<file path="config.mk">
export PLATFORM = sky130hd
export DESIGN_NAME = tmr_resync_ctrl
export DESIGN_NICKNAME = d
export VERILOG_FILES = /design/src/rtl/tmr_resync_ctrl.sv
export SDC_FILE = /design/constraint.sdc
export NUM_CORES = 1
export LEC_CHECK = 0
export ABC_AREA = 1
export BUFFER_PORTS_ARGS = -buffer_cell sky130_fd_sc_hd__buf_4
export CORE_UTILIZATION = 35
export CTS_CLUSTER_DIAMETER = 80
export DETAILED_ROUTE_END_ITERATION = 6
export GPL_TIMING_DRIVEN = 0
export PLACE_DENSITY = 0.51
export SETUP_SLACK_MARGIN = 0.15
export SYNTH_ARGS = -nofsm -noshare
export SYNTH_HDL_FRONTEND = slang
export SYNTH_SLANG_ARGS = --single-unit
</file>
<file path="constraint.sdc">
create_clock -name clk -period 2.3 [get_ports clk]
set_input_delay 0.115 -clock clk [delete_from_list [all_inputs] [get_ports clk]]
set_output_delay 0.115 -clock clk [all_outputs]
set_load 0.005 [all_outputs]
</file>
<file path="src/rtl/tmr_resync_ctrl.sv">
// tmr_resync_ctrl: supervisor for a bank of TMR voters. Collects voter err
// levels into sticky flags and a saturating counter, runs a
// settle -> resync -> cooldown sequence on disagreement and latches a fault
// after repeated failed attempts.
// Optional feature: define TMR_FIRST_ERR_EN to add first_err_valid/first_err_idx,
// which record the lowest-index voter of the first error after reset or clear.
module tmr_resync_ctrl #(
  parameter int NVOTERS         = 8,
  parameter int CNT_W           = 16,
  parameter int SETTLE_CYCLES   = 2,
  parameter int RESYNC_CYCLES   = 4,
  parameter int COOLDOWN_CYCLES = 16,
  parameter int FAULT_LIMIT     = 3
) (
  input  logic               clk,
  input  logic               rst,
  input  logic [NVOTERS-1:0] err_i,
  input  logic [NVOTERS-1:0] err_mask,
  input  logic               clear,
  output logic               resync,
  output logic [NVOTERS-1:0] resync_sel,
  output logic               busy,
  output logic               fault,
  output logic [NVOTERS-1:0] err_sticky,
  output logic [CNT_W-1:0]   err_count
`ifdef TMR_FIRST_ERR_EN
  ,
  output logic                       first_err_valid,
  output logic [$clog2(NVOTERS)-1:0] first_err_idx
`endif
);

  // One phase counter is shared by SETTLE, RESYNC and COOLDOWN, so it is
  // sized for the longest of the three phases.
  localparam int MAXC = (SETTLE_CYCLES > RESYNC_CYCLES) ?
                        ((SETTLE_CYCLES > COOLDOWN_CYCLES) ? SETTLE_CYCLES : COOLDOWN_CYCLES) :
                        ((RESYNC_CYCLES > COOLDOWN_CYCLES) ? RESYNC_CYCLES : COOLDOWN_CYCLES);
  localparam int CW = $clog2(MAXC + 1);
  localparam int RW = $clog2(FAULT_LIMIT + 1);

  localparam logic [CW-1:0] SETTLE_LAST = CW'(SETTLE_CYCLES - 1);
  localparam logic [CW-1:0] RESYNC_LAST = CW'(RESYNC_CYCLES - 1);
  localparam logic [CW-1:0] COOL_LAST   = CW'(COOLDOWN_CYCLES - 1);
  // retry already holds FAULT_LIMIT-1 failures -> this one is the last allowed
  localparam logic [RW-1:0] RETRY_LAST  = RW'(FAULT_LIMIT - 1);

  typedef enum logic [2:0] {
    ST_IDLE,
    ST_SETTLE,
    ST_RESYNC,
    ST_COOLDOWN,
    ST_FAULT
  } state_t;

  // Saturating increment of the error counter.
  function automatic logic [CNT_W-1:0] sat_inc(input logic [CNT_W-1:0] v,
                                               input logic             inc);
    if (inc && (v != {CNT_W{1'b1}})) begin
      return v + CNT_W'(1);
    end
    return v;
  endfunction

  // ---- stage p0: masked sample of the voter error levels ----
  logic [NVOTERS-1:0] masked_p0;
  logic               any_err_p0;

  assign masked_p0  = err_i & ~err_mask;
  assign any_err_p0 = |masked_p0;

  // ---- stage p1: registered sequencer state and outputs ----
  state_t        state_p1, state_d;
  logic [CW-1:0] cnt_p1, cnt_d;
  logic [RW-1:0] retry_p1, retry_d;

  logic [NVOTERS-1:0] sel_d;
  logic               resync_d;
  logic               busy_d;
  logic               fault_d;
  logic [NVOTERS-1:0] sticky_d;
  logic [CNT_W-1:0]   count_d;

  // Sequencer next-state, phase counting and resync selection.
  always_comb begin
    state_d = state_p1;
    cnt_d   = cnt_p1;
    retry_d = retry_p1;
    sel_d   = resync_sel;
    case (state_p1)
      ST_IDLE: begin
        cnt_d = '0;
        if (any_err_p0) begin
          state_d = ST_SETTLE;
          sel_d   = masked_p0;
        end
      end
      ST_SETTLE: begin
        // keep collecting late-arriving disagreements until the window closes
        sel_d = resync_sel | masked_p0;
        if (cnt_p1 == SETTLE_LAST) begin
          state_d = ST_RESYNC;
          cnt_d   = '0;
        end else begin
          cnt_d = cnt_p1 + CW'(1);
        end
      end
      ST_RESYNC: begin
        // selection frozen; errors here only affect the stats
        if (cnt_p1 == RESYNC_LAST) begin
          state_d = ST_COOLDOWN;
          cnt_d   = '0;
        end else begin
          cnt_d = cnt_p1 + CW'(1);
        end
      end
      ST_COOLDOWN: begin
        if (any_err_p0) begin
          cnt_d = '0;
          if (retry_p1 == RETRY_LAST) begin
            state_d = ST_FAULT;
          end else begin
            retry_d = retry_p1 + RW'(1);
            state_d = ST_SETTLE;
            sel_d   = masked_p0;
          end
        end else if (cnt_p1 == COOL_LAST) begin
          state_d = ST_IDLE;
          cnt_d   = '0;
          retry_d = '0;
          sel_d   = '0;
        end else begin
          cnt_d = cnt_p1 + CW'(1);
        end
      end
      ST_FAULT: begin
        // resync_sel keeps the last attempt's selection for diagnosis;
        // IDLE only starts sampling on the cycle after the clear
        if (clear) begin
          state_d = ST_IDLE;
          cnt_d   = '0;
          retry_d = '0;
          sel_d   = '0;
        end
      end
      default: begin
        state_d = ST_IDLE;
        cnt_d   = '0;
        retry_d = '0;
        sel_d   = '0;
      end
    endcase

    resync_d = (state_d == ST_RESYNC);
    fault_d  = (state_d == ST_FAULT);
    busy_d   = (state_d == ST_SETTLE) || (state_d == ST_RESYNC) ||
               (state_d == ST_COOLDOWN);
  end

  // Error statistics; a clear restarts them from this cycle's sample so no
  // error coincident with the clear is lost.
  always_comb begin
    sticky_d = err_sticky | masked_p0;
    count_d  = sat_inc(err_count, any_err_p0);
    if (clear) begin
      sticky_d = masked_p0;
      count_d  = CNT_W'(any_err_p0);
    end
  end

  // State and output registers; reset clears everything and abandons any sequence.
  always_ff @(posedge clk) begin
    if (rst) begin
      state_p1   <= ST_IDLE;
      cnt_p1     <= '0;
      retry_p1   <= '0;
      resync     <= 1'b0;
      resync_sel <= '0;
      busy       <= 1'b0;
      fault      <= 1'b0;
      err_sticky <= '0;
      err_count  <= '0;
    end else begin
      state_p1   <= state_d;
      cnt_p1     <= cnt_d;
      retry_p1   <= retry_d;
      resync     <= resync_d;
      resync_sel <= sel_d;
      busy       <= busy_d;
      fault      <= fault_d;
      err_sticky <= sticky_d;
      err_count  <= count_d;
    end
  end

`ifdef TMR_FIRST_ERR_EN
  localparam int IDX_W = $clog2(NVOTERS);

  // Lowest set bit index; 0 when nothing is set.
  function automatic logic [IDX_W-1:0] lowest_idx(input logic [NVOTERS-1:0] v);
    logic [IDX_W-1:0] idx;
    idx = '0;
    for (int i = NVOTERS - 1; i >= 0; i--) begin
      if (v[i]) idx = IDX_W'(i);
    end
    return idx;
  endfunction

  // Capture the first error after reset/clear; clear re-arms and may capture at once.
  always_ff @(posedge clk) begin
    if (rst) begin
      first_err_valid <= 1'b0;
      first_err_idx   <= '0;
    end else if (clear) begin
      first_err_valid <= any_err_p0;
      first_err_idx   <= lowest_idx(masked_p0);
    end else if (!first_err_valid && any_err_p0) begin
      first_err_valid <= 1'b1;
      first_err_idx   <= lowest_idx(masked_p0);
    end
  end
`endif

endmodule

</file>
Word-level counts from Yosys, hierarchy flattened

Index checks and enable logic that the tools add are counted.

Register bits after elaboration: 45
Word-level logic and storage cells: 76
Output and inout port bits: 35
Bits of input ports: 19

Bitwise operators: 6
Mux-type cells: 30
Reductions and logical operators: 10
Equality and inequality tests: 17
$add $sub $neg: 3

Operator list:

| operator              | count |
|---|---|
| $mux 8                | 6 |
| $pmux 8 s5            | 1 |
| $mux 5                | 5 |
| $mux 3                | 7 |
| $pmux 5 s4            | 1 |
| $add 16x1->16 const B | 1 |
| $mux 16               | 1 |
| $ne 16x16->1 const B  | 1 |
| $or 8x8->8            | 2 |
| $pmux 3 s5            | 1 |
| $eq 3x2->1 const B    | 4 |
| $and 8x8->8           | 1 |
| $mux 2                | 4 |
| $not 8->8             | 1 |
| $reduce_or 8->1       | 1 |
| $eq 3x1->1 const B    | 2 |
| $eq 3x3->1 const B    | 2 |
| $ne 3x3->1 const B    | 2 |
| $pmux 2 s3            | 1 |
| $add 5x1->5 const B   | 1 |
| $eq 5x1->1 const B    | 1 |
| $eq 5x2->1 const B    | 1 |
| $eq 5x4->1 const B    | 1 |
| $reduce_and 5->1      | 1 |
| other kinds (12)      | 17 |

Logic depth before layout (Yosys ltp)

Gate-level depths: netlist (run 1).

Depth after elaboration: 8
Mapped depth: 11
Mapped depth without buffers: 11

Worst setup path before layout (run 1)

OpenSTA, ideal clock, no wires.

Kind: reg-to-reg
Start point: register cnt_p1[0]
End point: register retry_p1[0]
Path slack: 0.683 ns
Buffers on the path: 0
Data arrival time: 1.504 ns
Clock period less this slack: 1.617 ns
Stages on the path, launching flop included: 12
Setup time: 0.113 ns
Data required time: 2.187 ns
Path through: dfxtp_1 > ha_1 > nand2_1 > nor2_1 > ha_1 > inv_1 > nand4_2 > nand2_1 > nor2_8 > nand3_1 > nand2_1 > nor2_1

Word-level cells in the longest chain between the ends: 3

Ends and longest elaborated chain:

| item                              | line | source |
|---|---|---|
| start: declaration                | 73   | `logic [CW-1:0] cnt_p1, cnt_d;` |
| start signal: assignment          | 184  | `cnt_p1 <= cnt_d;` |
| $eq 5x4->1                        | 126  | `end else if (cnt_p1 == COOL_LAST) begin` |
| $ne 3x3->1 (no source line)       | --   |  |
| $reduce_and 4->1 (no source line) | --   |  |
| end signal: assignment            | 185  | `retry_p1 <= retry_d;` |
| end: declaration                  | 74   | `logic [RW-1:0] retry_p1, retry_d;` |

Every way passes these cells.
A chain may end at the register's enable or synchronous reset.

Final worst setup path (run 1)

Start point: register cnt_p1[0]
End point: register resync_sel[5]

Word-level cells in the longest chain between the ends: 3

Ends and longest elaborated chain:

| item                              | line | source |
|---|---|---|
| $eq 5x4->1                        | 126  |  |
| $ne 3x3->1 (no source line)       | --   |  |
| $reduce_and 5->1 (no source line) | --   |  |
| end signal: assignment            | 187  | `resync_sel <= sel_d;` |
| end: declaration                  | 21   | `output logic [NVOTERS-1:0] resync_sel,` |

Every way passes these cells.

==> out/qor.csv, run 1 <==
stage,metric,value,unit
worst_hold_path,Hold Startpoint,rst,
floorplan,core box area,6790,µm²
placement,HPWL Detailed,4730,µm
setup_path,CP Max Fanout,10,
placement,RePlAce Congestion,0.813,
setup_path,CP endpoint kind,flop,
floorplan,Die Area,7410,µm²
power,Logic pwr share,21.0,%
synth,Yosys cell types,36,
power,Leak,1.36,nW
sta,unrepaired setup endpoints after global routing,false,
placement,"worst slack, placed",0.423,ns
sta,clock skew after layout,0.00478,ns
sta,Tcrit/Tclk final,81.9,%
global_routing,pin count of the biggest net entering global routing,13,
setup_path,reg2reg path depth,10,
synth,Gate Count Post-Synth,353,
sta,Max Freq,531,MHz
power,Pwr Density,564,nW/µm²
placement,IO buf count,53,
detailed_routing,via count,2379,
final_layout,Final nets,438,
synth,post-synthesis async set-or-reset flop share,0,%
floorplan,Initial Util,36.4,%
synth,Yosys top cell area share,36.4,%
synth,synthesized cell area,2470,µm²
power,internal power,1.22,mW
synth,Syn Nets,378,
sta,final setup violating endpoints,0,
setup_path,Required @ worst endpoint,2.53,ns
floorplan,Die Ht,86.1,µm
clocking,Post-CTS Hold Fix Bufs,0,
floorplan,width of the die,86.1,µm
global_routing,initial antenna violation count,0,
worst_hold_path,Worst Hold Endpoint,cnt_p1[0]$_SDFFE_PP0P_,
floorplan,I/O pin cnt,54,
synth,post-synthesis register bit count,45,
final_layout,most frequent cells in the layout,"78 x nand2_1, 54 x inv_1, 53 x buf_4",
setup_path,worst path bufs/invs,1,
power,sequential share of power,49.6,%
clocking,total clock sinks,45,
final_layout,layout cells sized above 1,23.0,%
power,switching share of power,29.6,%
setup_path,slowest cell on the critical path,dfxtp_1,
worst_hold_path,hold crit path type,input pin to flop,
synth,Synth Flop Type,dfxtp_1,
setup_path,cell count along the critical path,10,
detailed_routing,drt drc,0,
power,Psw,0.514,mW
synth,syn avg cell area,7.01,µm²
detailed_routing,final wirelength,6220,µm
sta,max-slew violations,0,
synth,number of flops mapped to enable cells by yosys,0,
power,clock share of power,29.4,%
setup_path,Worst R2R Setup Slack,0.42,ns
run_status,status,completed,
worst_hold_path,hold path cells,4,
setup_path,CP top delay family,simple AND/OR/NAND/NOR gates,
setup_path,worst endpoint data arrival time,2.12,ns
sta,Slew HR,64.9,%
setup_path,CP startpoint kind,flop,
clocking,# Post-CTS Setup Buffers,0,
final_layout,Area Overhead vs Synth,24.4,%
sta,Slew @ Worst Pin,0.527,ns
clocking,"Clk Latency, worst-skew pair",0.30,ns
clocking,Root Driver,clkbuf_8,
synth,"Seq/Total Area, Yosys",36.4,%
setup_path,worst r2r src,cnt_p1[0]$_SDFFE_PP0P_,
clocking,quantity of gates resized following cts,0,
setup_path,Worst R2R End,resync_sel[5]$_SDFFE_PP0P_,
detailed_routing,DR WL/cell,12.2,µm
synth,"top cells by area, synth","dfxtp_1 36%, nand2_1 12%, inv_1 8.2%, nor2_1 5.0%, nand3_1 4.9%",
detailed_routing,First DRT Iteration DRCs,109,
clocking,CTS tree,yes,
clocking,Worst-path clk slew,0.08,ns
run,Max Cap Viol,0,
setup_path,"slowest stage delay, CP",0.42,ns
sta,fin worst setup slack,0.415,ns
detailed_routing,Routed Antenna Nets,0,
clocking,CTS H-tree lvls,2,
global_routing,total global routing overflow,0,
setup_path,critical path class,flop to flop,
final_layout,"commonest non-fill, non-tap cell in the layout",nand2_1,
detailed_routing,DR vias/cell,4.67,
detailed_routing,TritonRoute pass-1 iters,4,
clocking,clock tree buffer depth,2,
setup_path,Critical path origin,cnt_p1[0]$_SDFFE_PP0P_,
synth,dominant cell type by area after synthesis,dfxtp_1,
global_routing,first-pass GRT wire length,10200,µm
synth,Yosys Warn Count,0,
clocking,cts bufs inserted,5,
sta,sum of negative setup slack,0,ns
global_routing,Overall Global Routing Usage,17.7,%
sta,Final min period,1.88,ns
global_routing,vias in the first global route,2168,
sta,final hold viol count,0,
final_layout,antenna diode instance count,0,
power,peak supply drop,0.260,mV
floorplan,std cell rows,30,
setup_path,crit path cell chain,"ha_1, nand2_1, nor2_1, ha_1, inv_1, nand4_2, nand2_1, nor2_8, nand3_1, a21oi_1",
[registers in the layout, indices dropped and copies added (netlist names)]
| name | count |
|---|---|
| busy | 1 |
| cnt_p1 | 5 |
| err_count | 16 |
| err_sticky | 8 |
| fault | 1 |
| resync | 1 |
| resync_sel | 8 |
| retry_p1 | 2 |
| state_p1 | 3 |
[layer usage]
metal,up-vias,wire length [µm],global-route usage [%]
met1,1079,2880,21.5
met3,9,191,3.08
li1,1252,-,-
met2,39,3050,31.8
met4,0,97,5.15
met5,-,0,0
[tightest hold or removal path, stage by stage]
cell and delay [ns]:
buf_4 0.11, a21oi_1 0.04, o31ai_1 0.05, inv_1 0.03
[how the worst max path moves through the flow]
| stage | to | slack, ns |
|---|---|---|
| 4_1_cts | resync_sel[0]$_SDFFE_PP0P_ | 0.40 |
| 3_3_place_gp | resync_sel[0]$_SDFFE_PP0P_ | 0.43 |
| 2_1_floorplan | retry_p1[0]$_SDFFE_PP0P_ | 0.68 |
| 3_5_place_dp | resync_sel[0]$_SDFFE_PP0P_ | 0.42 |
| 6_report | resync_sel[5]$_SDFFE_PP0P_ | 0.42 |
| 5_1_grt | resync_sel[5]$_SDFFE_PP0P_ | 0.18 |
[per-stage QoR]
stage	power, mW	cell area (µm²)	hold slack [ns]	std cells	util [%]
2_1_floorplan	1.10	2470	0.266	353	-
3_3_place_gp	1.24	2990	0.411	502	44.0
3_5_place_dp	1.25	2990	0.413	502	44.0
4_1_cts	1.76	3080	0.0896	509	45.3
5_1_grt	1.84	3080	0.119	509	45.3
6_report	1.74	3080	0.0956	509	45.3
[synth_stat cells, drive strengths merged (3+ instances only)]
| cell type | instances |
|---|---|
| nand2 | 92 |
| inv | 55 |
| dfxtp | 45 |
| nor2 | 40 |
| nand3 | 24 |
| o21ai | 23 |
| a21oi | 20 |
| nor3 | 9 |
| o211ai | 9 |
| nand4 | 7 |
| ha | 6 |
| xor2 | 5 |
| clkbuf | 4 |
| buf | 3 |
[cells by family (layout without fill, tap and decap cells)]
kind of cell	after synthesis	count (layout)	share of synthesized area, %
buf+inv	62	122	10.1
fa+ha+maj	6	6	3.03
flops	45	45	36.4
xor+xnor	6	6	2.12
compound gates	60	60	14.4
simple gates	174	174	33.9
[area by class of cell]
class	count	area (µm²)
fill	721	3720
multi-input combinational	246	1320
sequential	45	901
timing repair buffer	53	398
inverter	55	206
tap	96	120
clock buffer	7	86.3
buffer	7	43.8
[power by group through the flow]
stage          clock (mW)  combinational, mW  sequential (mW)
6_report            0.511              0.364            0.862
5_1_grt             0.559              0.411            0.870
4_1_cts             0.529              0.369            0.862
3_5_place_dp            0              0.367            0.880
3_3_place_gp            0              0.363            0.879
2_1_floorplan           0              0.227            0.877
Note: power is estimated with default switching activity, not from simulation.
==> run 2: changes to the inputs <==
Settings changed: ABC_AREA 1 to 0, PLACE_DENSITY 0.51 to 0.54.
Clock period 2.3 ns to 1.5 ns, I/O delays scaled along.
==> out/qor.csv, run 2 <==
stage,metric,value,unit,change
run_status,status,"finished, violations left",,
run_status,failing checks,negative setup slack,,
global_routing,initial antenna violation count,0,,unchanged
placement,RePlAce Congestion,0.825,,+1.5%
setup_path,CP endpoint kind,flop,,
floorplan,std cell rows,29,,-3.3%
sta,Slew @ Worst Pin,0.528,ns,+0.00130 ns
final_layout,max reg flops,16,,unchanged
global_routing,first-pass GRT wire length,11000,µm,+7.7%
setup_path,critical path class,flop to flop,,
clocking,CTS tree,yes,,
sta,max-slew violations,0,,unchanged
final_layout,Top Registers,"err_count (16), err_sticky (8), resync_sel (8)",,
final_layout,Finished Layout Cells,427,,-16%
clocking,CTS H-tree lvls,2,,unchanged
floorplan,I/O pin cnt,54,,unchanged
detailed_routing,DR vias/cell,5.52,,+18%
sta,Tcrit/Tclk final,114,%,+32 points
synth,synth cell count leaders,"45 x dfxtp_1, 33 x a21oi_1, 21 x nand2b_1",,
synth,"top cells by area, synth","dfxtp_1 39%, a21oi_1 7.2%, nand2b_1 5.7%, o31ai_1 4.2%, or4_1 3.9%",,
final_layout,antenna diode instance count,0,,unchanged
final_layout,layout cells sized above 1,49.1,%,+26 points
placement,area of placed instances,2970,µm²,-0.63%
clocking,clock tree buffer depth,2,,unchanged
synth,number of flops mapped to enable cells by yosys,0,,unchanged
global_routing,Overall Global Routing Usage,19.5,%,+1.9 points
detailed_routing,First DRT Iteration DRCs,68,,-38%
clocking,Worst-path clk slew,0.08,ns,about the same
synth,"Seq/Total Area, Yosys",39.2,%,+2.8 points
placement,"worst slack, placed",-0.444,ns,-0.868 ns
global_routing,total global routing overflow,0,,unchanged
floorplan,Die Area,6890,µm²,-6.9%
synth,Gate Count Post-Synth,260,,-26%
synth,Yosys top cell area share,39.2,%,+2.8 points
worst_hold_path,hold crit path type,input pin to flop,,
floorplan,Die Ht,83.0,µm,-3.5%
synth,syn avg cell area,8.84,µm²,+26%
global_routing,vias in the first global route,2259,,+4.2%
synth,Syn Nets,285,,-25%
final_layout,Fillers,601,,-17%
final_layout,"commonest non-fill, non-tap cell in the layout",buf_4,,
placement,Placed Instances,389,,-23%
sta,final setup violating endpoints,33,,+33
clocking,Post-CTS Hold Fix Bufs,0,,unchanged
sta,Max Freq,585,MHz,+10%
power,Pwr Density,798,nW/µm²,+41%
floorplan,Initial Util,36.2,%,-0.21 points
power,total power,2.79,mW,+61%
synth,dominant cell type by area after synthesis,dfxtp_1,,
synth,Yosys Warn Count,0,,unchanged
sta,clock skew after layout,0.00631,ns,+0.00152 ns
final_layout,Area Overhead vs Synth,52.4,%,
placement,HPWL Detailed,4590,µm,-2.9%
sta,fin worst setup slack,-0.211,ns,-0.626 ns
sta,sum of negative setup slack,-4.53,ns,-4.53 ns
final_layout,top register by number of flip-flops,err_count,,
clocking,total clock sinks,45,,unchanged
synth,cell with the most instances after synthesis,dfxtp_1,,
sta,Slew HR,64.8,%,-0.087 points
placement,IO buf count,52,,-1.9%
detailed_routing,Routed Antenna Nets,0,,unchanged
detailed_routing,via count,2355,,-1.0%
synth,Synth Flop Type,dfxtp_1,,
setup_path,CP startpoint kind,flop,,
sta,final hold viol count,0,,unchanged
synth,Yosys cell types,45,,+25%
setup_path,Required @ worst endpoint,1.74,ns,-0.79 ns
run,Max Cap Viol,0,,unchanged
setup_path,worst endpoint data arrival time,1.95,ns,-0.17 ns
final_layout,post-route cell area,3500,µm²,+14%
floorplan,width of the die,83.0,µm,-3.5%
sta,Final min period,1.71,ns,-0.174 ns
synth,post-synthesis register bit count,45,,unchanged
sta,unrepaired setup endpoints after global routing,true,,
setup_path,CP Max Fanout,8,,-2
power,peak supply drop,0.550,mV,+110%
final_layout,most frequent cells in the layout,"79 x buf_4, 29 x dfxtp_1, 27 x a21oi_1",,
floorplan,core box area,6350,µm²,-6.5%
clocking,"Clk Latency, worst-skew pair",0.29,ns,about the same
synth,synthesized cell area,2300,µm²,-7.1%
final_layout,Final nets,374,,-15%
detailed_routing,drt drc,0,,unchanged
detailed_routing,DR WL/cell,16.0,µm,+31%
detailed_routing,TritonRoute pass-1 iters,4,,unchanged
clocking,cts bufs inserted,5,,unchanged
global_routing,pin count of the biggest net entering global routing,14,,+1
power,Leak,1.35,nW,-0.67%
synth,post-synthesis async set-or-reset flop share,0,%,unchanged
detailed_routing,final wirelength,6810,µm,+9.6%
clocking,Root Driver,clkbuf_8,,
-- run 2: worst paths after layout --
path                               from                    endpoint  slack, ns  cells after the start
max reg2reg      cnt_p1[0]$_SDFFE_PP0P_  resync_sel[0]$_SDFFE_PP0P_      -0.21                      9
max              cnt_p1[0]$_SDFFE_PP0P_  resync_sel[0]$_SDFFE_PP0P_      -0.21                      9
min reg2reg  resync_sel[7]$_SDFFE_PP0P_  resync_sel[7]$_SDFFE_PP0P_       0.47                      1
min                            err_i[0]    err_sticky[0]$_SDFF_PP0_       0.07                      3
-- run 2: repair_timing --
action                     in CTS  in global routing
cloned                          0                  1
setup buffers                  20                  9
gates resized for setup        20                 27
setup endpoints to repair      36                 43
pin swaps                      15                 11
-- run 2: final cells by class --
class	count	area [µm²]	share of cell area (%)
Timing Repair Buffer	82	636	18.1
Buffer	11	67.6	1.93
Clock buffer	7	96.3	2.75
Multi-Input combinational cell	198	1640	46.9
Tap cell	77	96.3	2.75
Sequential cell	45	936	26.7
Inverter	6	22.5	0.643
Clock inverter	1	5.00	0.143
-- run 2: per-stage QoR --
| step | hold slack (ns) | utilization [%] |
|---|---|---|
| floorplan | 0.247 | - |
| global placement | 0.368 | 46.8 |
| detailed placement | 0.372 | 46.8 |
| CTS | 0.0656 | 52.2 |
| global route | 0.0703 | 55.2 |
| finish | 0.0666 | 55.2 |
-- run 2: critical path, stage by stage (launching register included) --
cell and delay, ns:
dfxtp_4 0.37, ha_4 0.17, nand3_4 0.08, inv_2 0.05
ha_4 0.17, a21oi_2 0.15, o21ai_2 0.08, a221oi_4 0.31
buf_12 0.16, a32o_1 0.11
-- run 2: metal layers --
layer  wire, µm  track usage [%]
met3        208             3.58
met5          0                0
met2       3350             32.9
met4         93             5.80
met1       3160             25.5
-- run 2: cell families after synthesis --
| logic type | synth area share [%] |
|---|---|
| simple gates | 30.0 |
| buf+inv | 2.99 |
| flops | 39.2 |
| fa+ha+maj | 3.27 |
| compound gates | 24.5 |
-- run 2: power breakdown --
| part | internal (mW) | switching [mW] | leakage, nW |
|---|---|---|---|
| Combinational | 0.323 | 0.322 | 0.918 |
| Clock | 0.417 | 0.415 | 0.0542 |
| Sequential | 1.26 | 0.0611 | 0.376 |
| Total | 2.00 | 0.799 | 1.35 |
==> run 3: changes to the inputs <==
Settings changed: CORE_UTILIZATION 35 to 48, PLACE_DENSITY 0.54 to 0.71.
==> out/qor.csv, run 3 (same netlist as run 2, synthesis figures left out) <==
stage,metric,value,unit,change
final_layout,most frequent cells in the layout,"68 x buf_4, 30 x dfxtp_1, 28 x a21oi_1",,
detailed_routing,First DRT Iteration DRCs,122,,+79%
run_status,status,"finished, violations left",,
sta,Final min period,1.74,ns,+0.0279 ns
global_routing,Overall Global Routing Usage,25.8,%,+6.2 points
setup_path,crit path cell chain,"and3_4, nand3_4, or4_4, a2111o_1, o31ai_1",,
global_routing,first-pass GRT wire length,10400,µm,-6.0%
final_layout,max reg flops,16,,unchanged
power,switching share of power,29.2,%,+0.58 points
final_layout,top register by number of flip-flops,err_count,,
setup_path,worst r2r src,err_count[6]$_SDFFE_PP0P_,,
final_layout,Finished Layout Cells,395,,-7.5%
floorplan,std cell rows,24,,-17%
sta,unrepaired setup endpoints after global routing,true,,
final_layout,Top Registers,"err_count (16), err_sticky (8), resync_sel (8)",,
sta,clock skew after layout,0.00757,ns,+0.00126 ns
floorplan,Die Area,5070,µm²,-26%
sta,final hold viol count,0,,unchanged
setup_path,"slowest stage delay, CP",0.56,ns,+0.19 ns
clocking,"Clk Latency, worst-skew pair",0.30,ns,about the same
sta,Max Freq,575,MHz,-1.6%
sta,fin worst setup slack,-0.239,ns,-0.0279 ns
worst_hold_path,hold crit path type,input pin to flop,,
detailed_routing,TritonRoute pass-1 iters,7,,+3
sta,max-slew violations,0,,unchanged
final_layout,Fillers,330,,-45%
worst_hold_path,Hold Startpoint,err_i[3],,
clocking,CTS H-tree lvls,2,,unchanged
global_routing,initial antenna violation count,0,,unchanged
clocking,Worst-path clk slew,0.09,ns,about the same
clocking,Root Driver,clkbuf_8,,
floorplan,width of the die,71.2,µm,-14%
global_routing,total global routing overflow,0,,unchanged
sta,Slew @ Worst Pin,0.588,ns,+0.0598 ns
final_layout,Area Overhead vs Synth,46.7,%,
power,sequential share of power,49.7,%,+2.6 points
detailed_routing,Routed Antenna Nets,0,,unchanged
detailed_routing,DR vias/cell,5.96,,+8.0%
placement,IO buf count,52,,unchanged
floorplan,Initial Util,51.4,%,+15 points
final_layout,"commonest non-fill, non-tap cell in the layout",buf_4,,
final_layout,antenna diode instance count,0,,unchanged
clocking,cts bufs inserted,5,,unchanged
final_layout,Final nets,367,,-1.9%
run,Max Cap Viol,0,,unchanged
setup_path,CP startpoint kind,flop,,
final_layout,layout cells sized above 1,44.6,%,-4.5 points
floorplan,core box area,4470,µm²,-30%
sta,Slew HR,60.5,%,-4.3 points
detailed_routing,via count,2353,,-0.085%
placement,HPWL Detailed,4390,µm,-4.4%
setup_path,Critical path origin,err_count[6]$_SDFFE_PP0P_,,
sta,final setup violating endpoints,34,,+3.0%
power,Leak,1.29,nW,-4.5%
power,internal power,1.88,mW,-6.0%
global_routing,pin count of the biggest net entering global routing,14,,unchanged
detailed_routing,drt drc,5,,+5
placement,RePlAce Congestion,0.856,,+3.8%
detailed_routing,DR WL/cell,16.6,µm,+4.0%
setup_path,Required @ worst endpoint,1.71,ns,-0.03 ns
power,Psw,0.772,mW,-3.3%
setup_path,slowest cell on the critical path,or4_4,,
power,peak supply drop,0.806,mV,+47%
power,total power,2.65,mW,-5.2%
power,Pwr Density,785,nW/µm²,-1.6%
clocking,clock tree buffer depth,2,,unchanged
floorplan,Die Ht,71.2,µm,-14%
sta,Tcrit/Tclk final,116,%,+1.9 points
setup_path,worst endpoint data arrival time,1.95,ns,about the same
sta,final hold slack,0.0821,ns,+0.0155 ns
power,clock share of power,27.6,%,-2.2 points
power,Logic pwr share,22.7,%,-0.4 points
placement,Placed Instances,364,,-6.4%
setup_path,CP Max Fanout,4,,-4
setup_path,critical path class,flop to flop,,
setup_path,CP endpoint kind,flop,,
clocking,CTS tree,yes,,
floorplan,I/O pin cnt,54,,unchanged
run_status,failing checks,"design-rule violations, negative setup slack",,
detailed_routing,final wirelength,6560,µm,-3.8%
global_routing,vias in the first global route,2218,,-1.8%
clocking,total clock sinks,45,,unchanged
==> run 3: cell count changes in the layout (fill, tap and decap cells not counted), moves of 2 or more <==
cell / before / now
a21oi_2: 5 / 3
buf_4: 79 / 68
buf_6: 5 / 9
clkbuf_8: 7 / 5
nand2_1: 12 / 14
nor2_1: 5 / 8
nor2_2: 3 / 0
nor4_1: 3 / 1
==> run 3: cell type report <==
class                      instances  area, µm²  share of cell area (%)
sequential                        45        935                    27.7
buffer                            11       66.3                    1.97
clock buffer                       6       72.6                    2.15
multi-input combinational        198       1620                    48.0
clock inverter                     2       10.0                   0.297
inverter                           6       22.5                   0.668
tap                               52       65.1                    1.93
timing repair buffer              75        583                    17.3
==> run 3: power by group through the flow <==
stage	clock network (mW)	registers (mW)	logic, mW
floorplan	0	1.34	0.330
global placement	0	1.34	0.493
detailed placement	0	1.35	0.498
CTS	0.740	1.31	0.555
global route	0.809	1.32	0.655
finish	0.731	1.32	0.600
==> run 3: metal layers <==
layer  part of all wire (%)  routed length (µm)  vias up  GRT usage, %
met1                     45                2930     1124          32.2
met5                      0                   0        -             0
met3                    3.3                 216       10          5.13
li1                       -                   -     1156             -
met4                    1.5                  99        0          8.67
met2                     50                3310       63          44.3
==> run 3: worst paths after layout <==
kind / to / slack, ns / cells past startpoint
setup reg to reg: err_count[0]$_SDFFE_PP0P_ / -0.24 / 5
hold reg to reg: resync_sel[2]$_SDFFE_PP0P_ / 0.47 / 1
setup / recovery: err_count[0]$_SDFFE_PP0P_ / -0.24 / 5
hold / removal: err_sticky[3]$_SDFF_PP0_ / 0.08 / 3
==> run 3: timing repair <==
item / in CTS / in global routing
setup buffers: 21 / 1
endpoints found under the hold margin: 0 / 0
gates cloned: 0 / 1
gates resized for setup: 19 / 21
pin swaps: 22 / 16
setup endpoints to repair: 35 / 36
hold buffers: 0 / 0
==> run 3: per-stage QoR <==
step           TNS [ns]  util (%)  setup WS (ns)  instance area [µm²]
6_report          -5.74      75.4         -0.239                 3370
5_1_grt           -8.14      75.4         -0.305                 3370
4_1_cts           -5.50      72.4         -0.232                 3240
3_5_place_dp      -8.79      65.7         -0.382                 2940
3_3_place_gp      -8.03      65.7         -0.384                 2940
2_1_floorplan     -1.26         -         -0.209                 2490
==> run 3: worst max-delay path, delay by kind of cell, from the launching register on <==
| family | cells | cell delay [ns] |
|---|---|---|
| AND/OR/NAND/NOR | 3 | 0.86 |
| AO/OA/AOI/OAI | 2 | 0.44 |
| flip-flops | 1 | 0.35 |
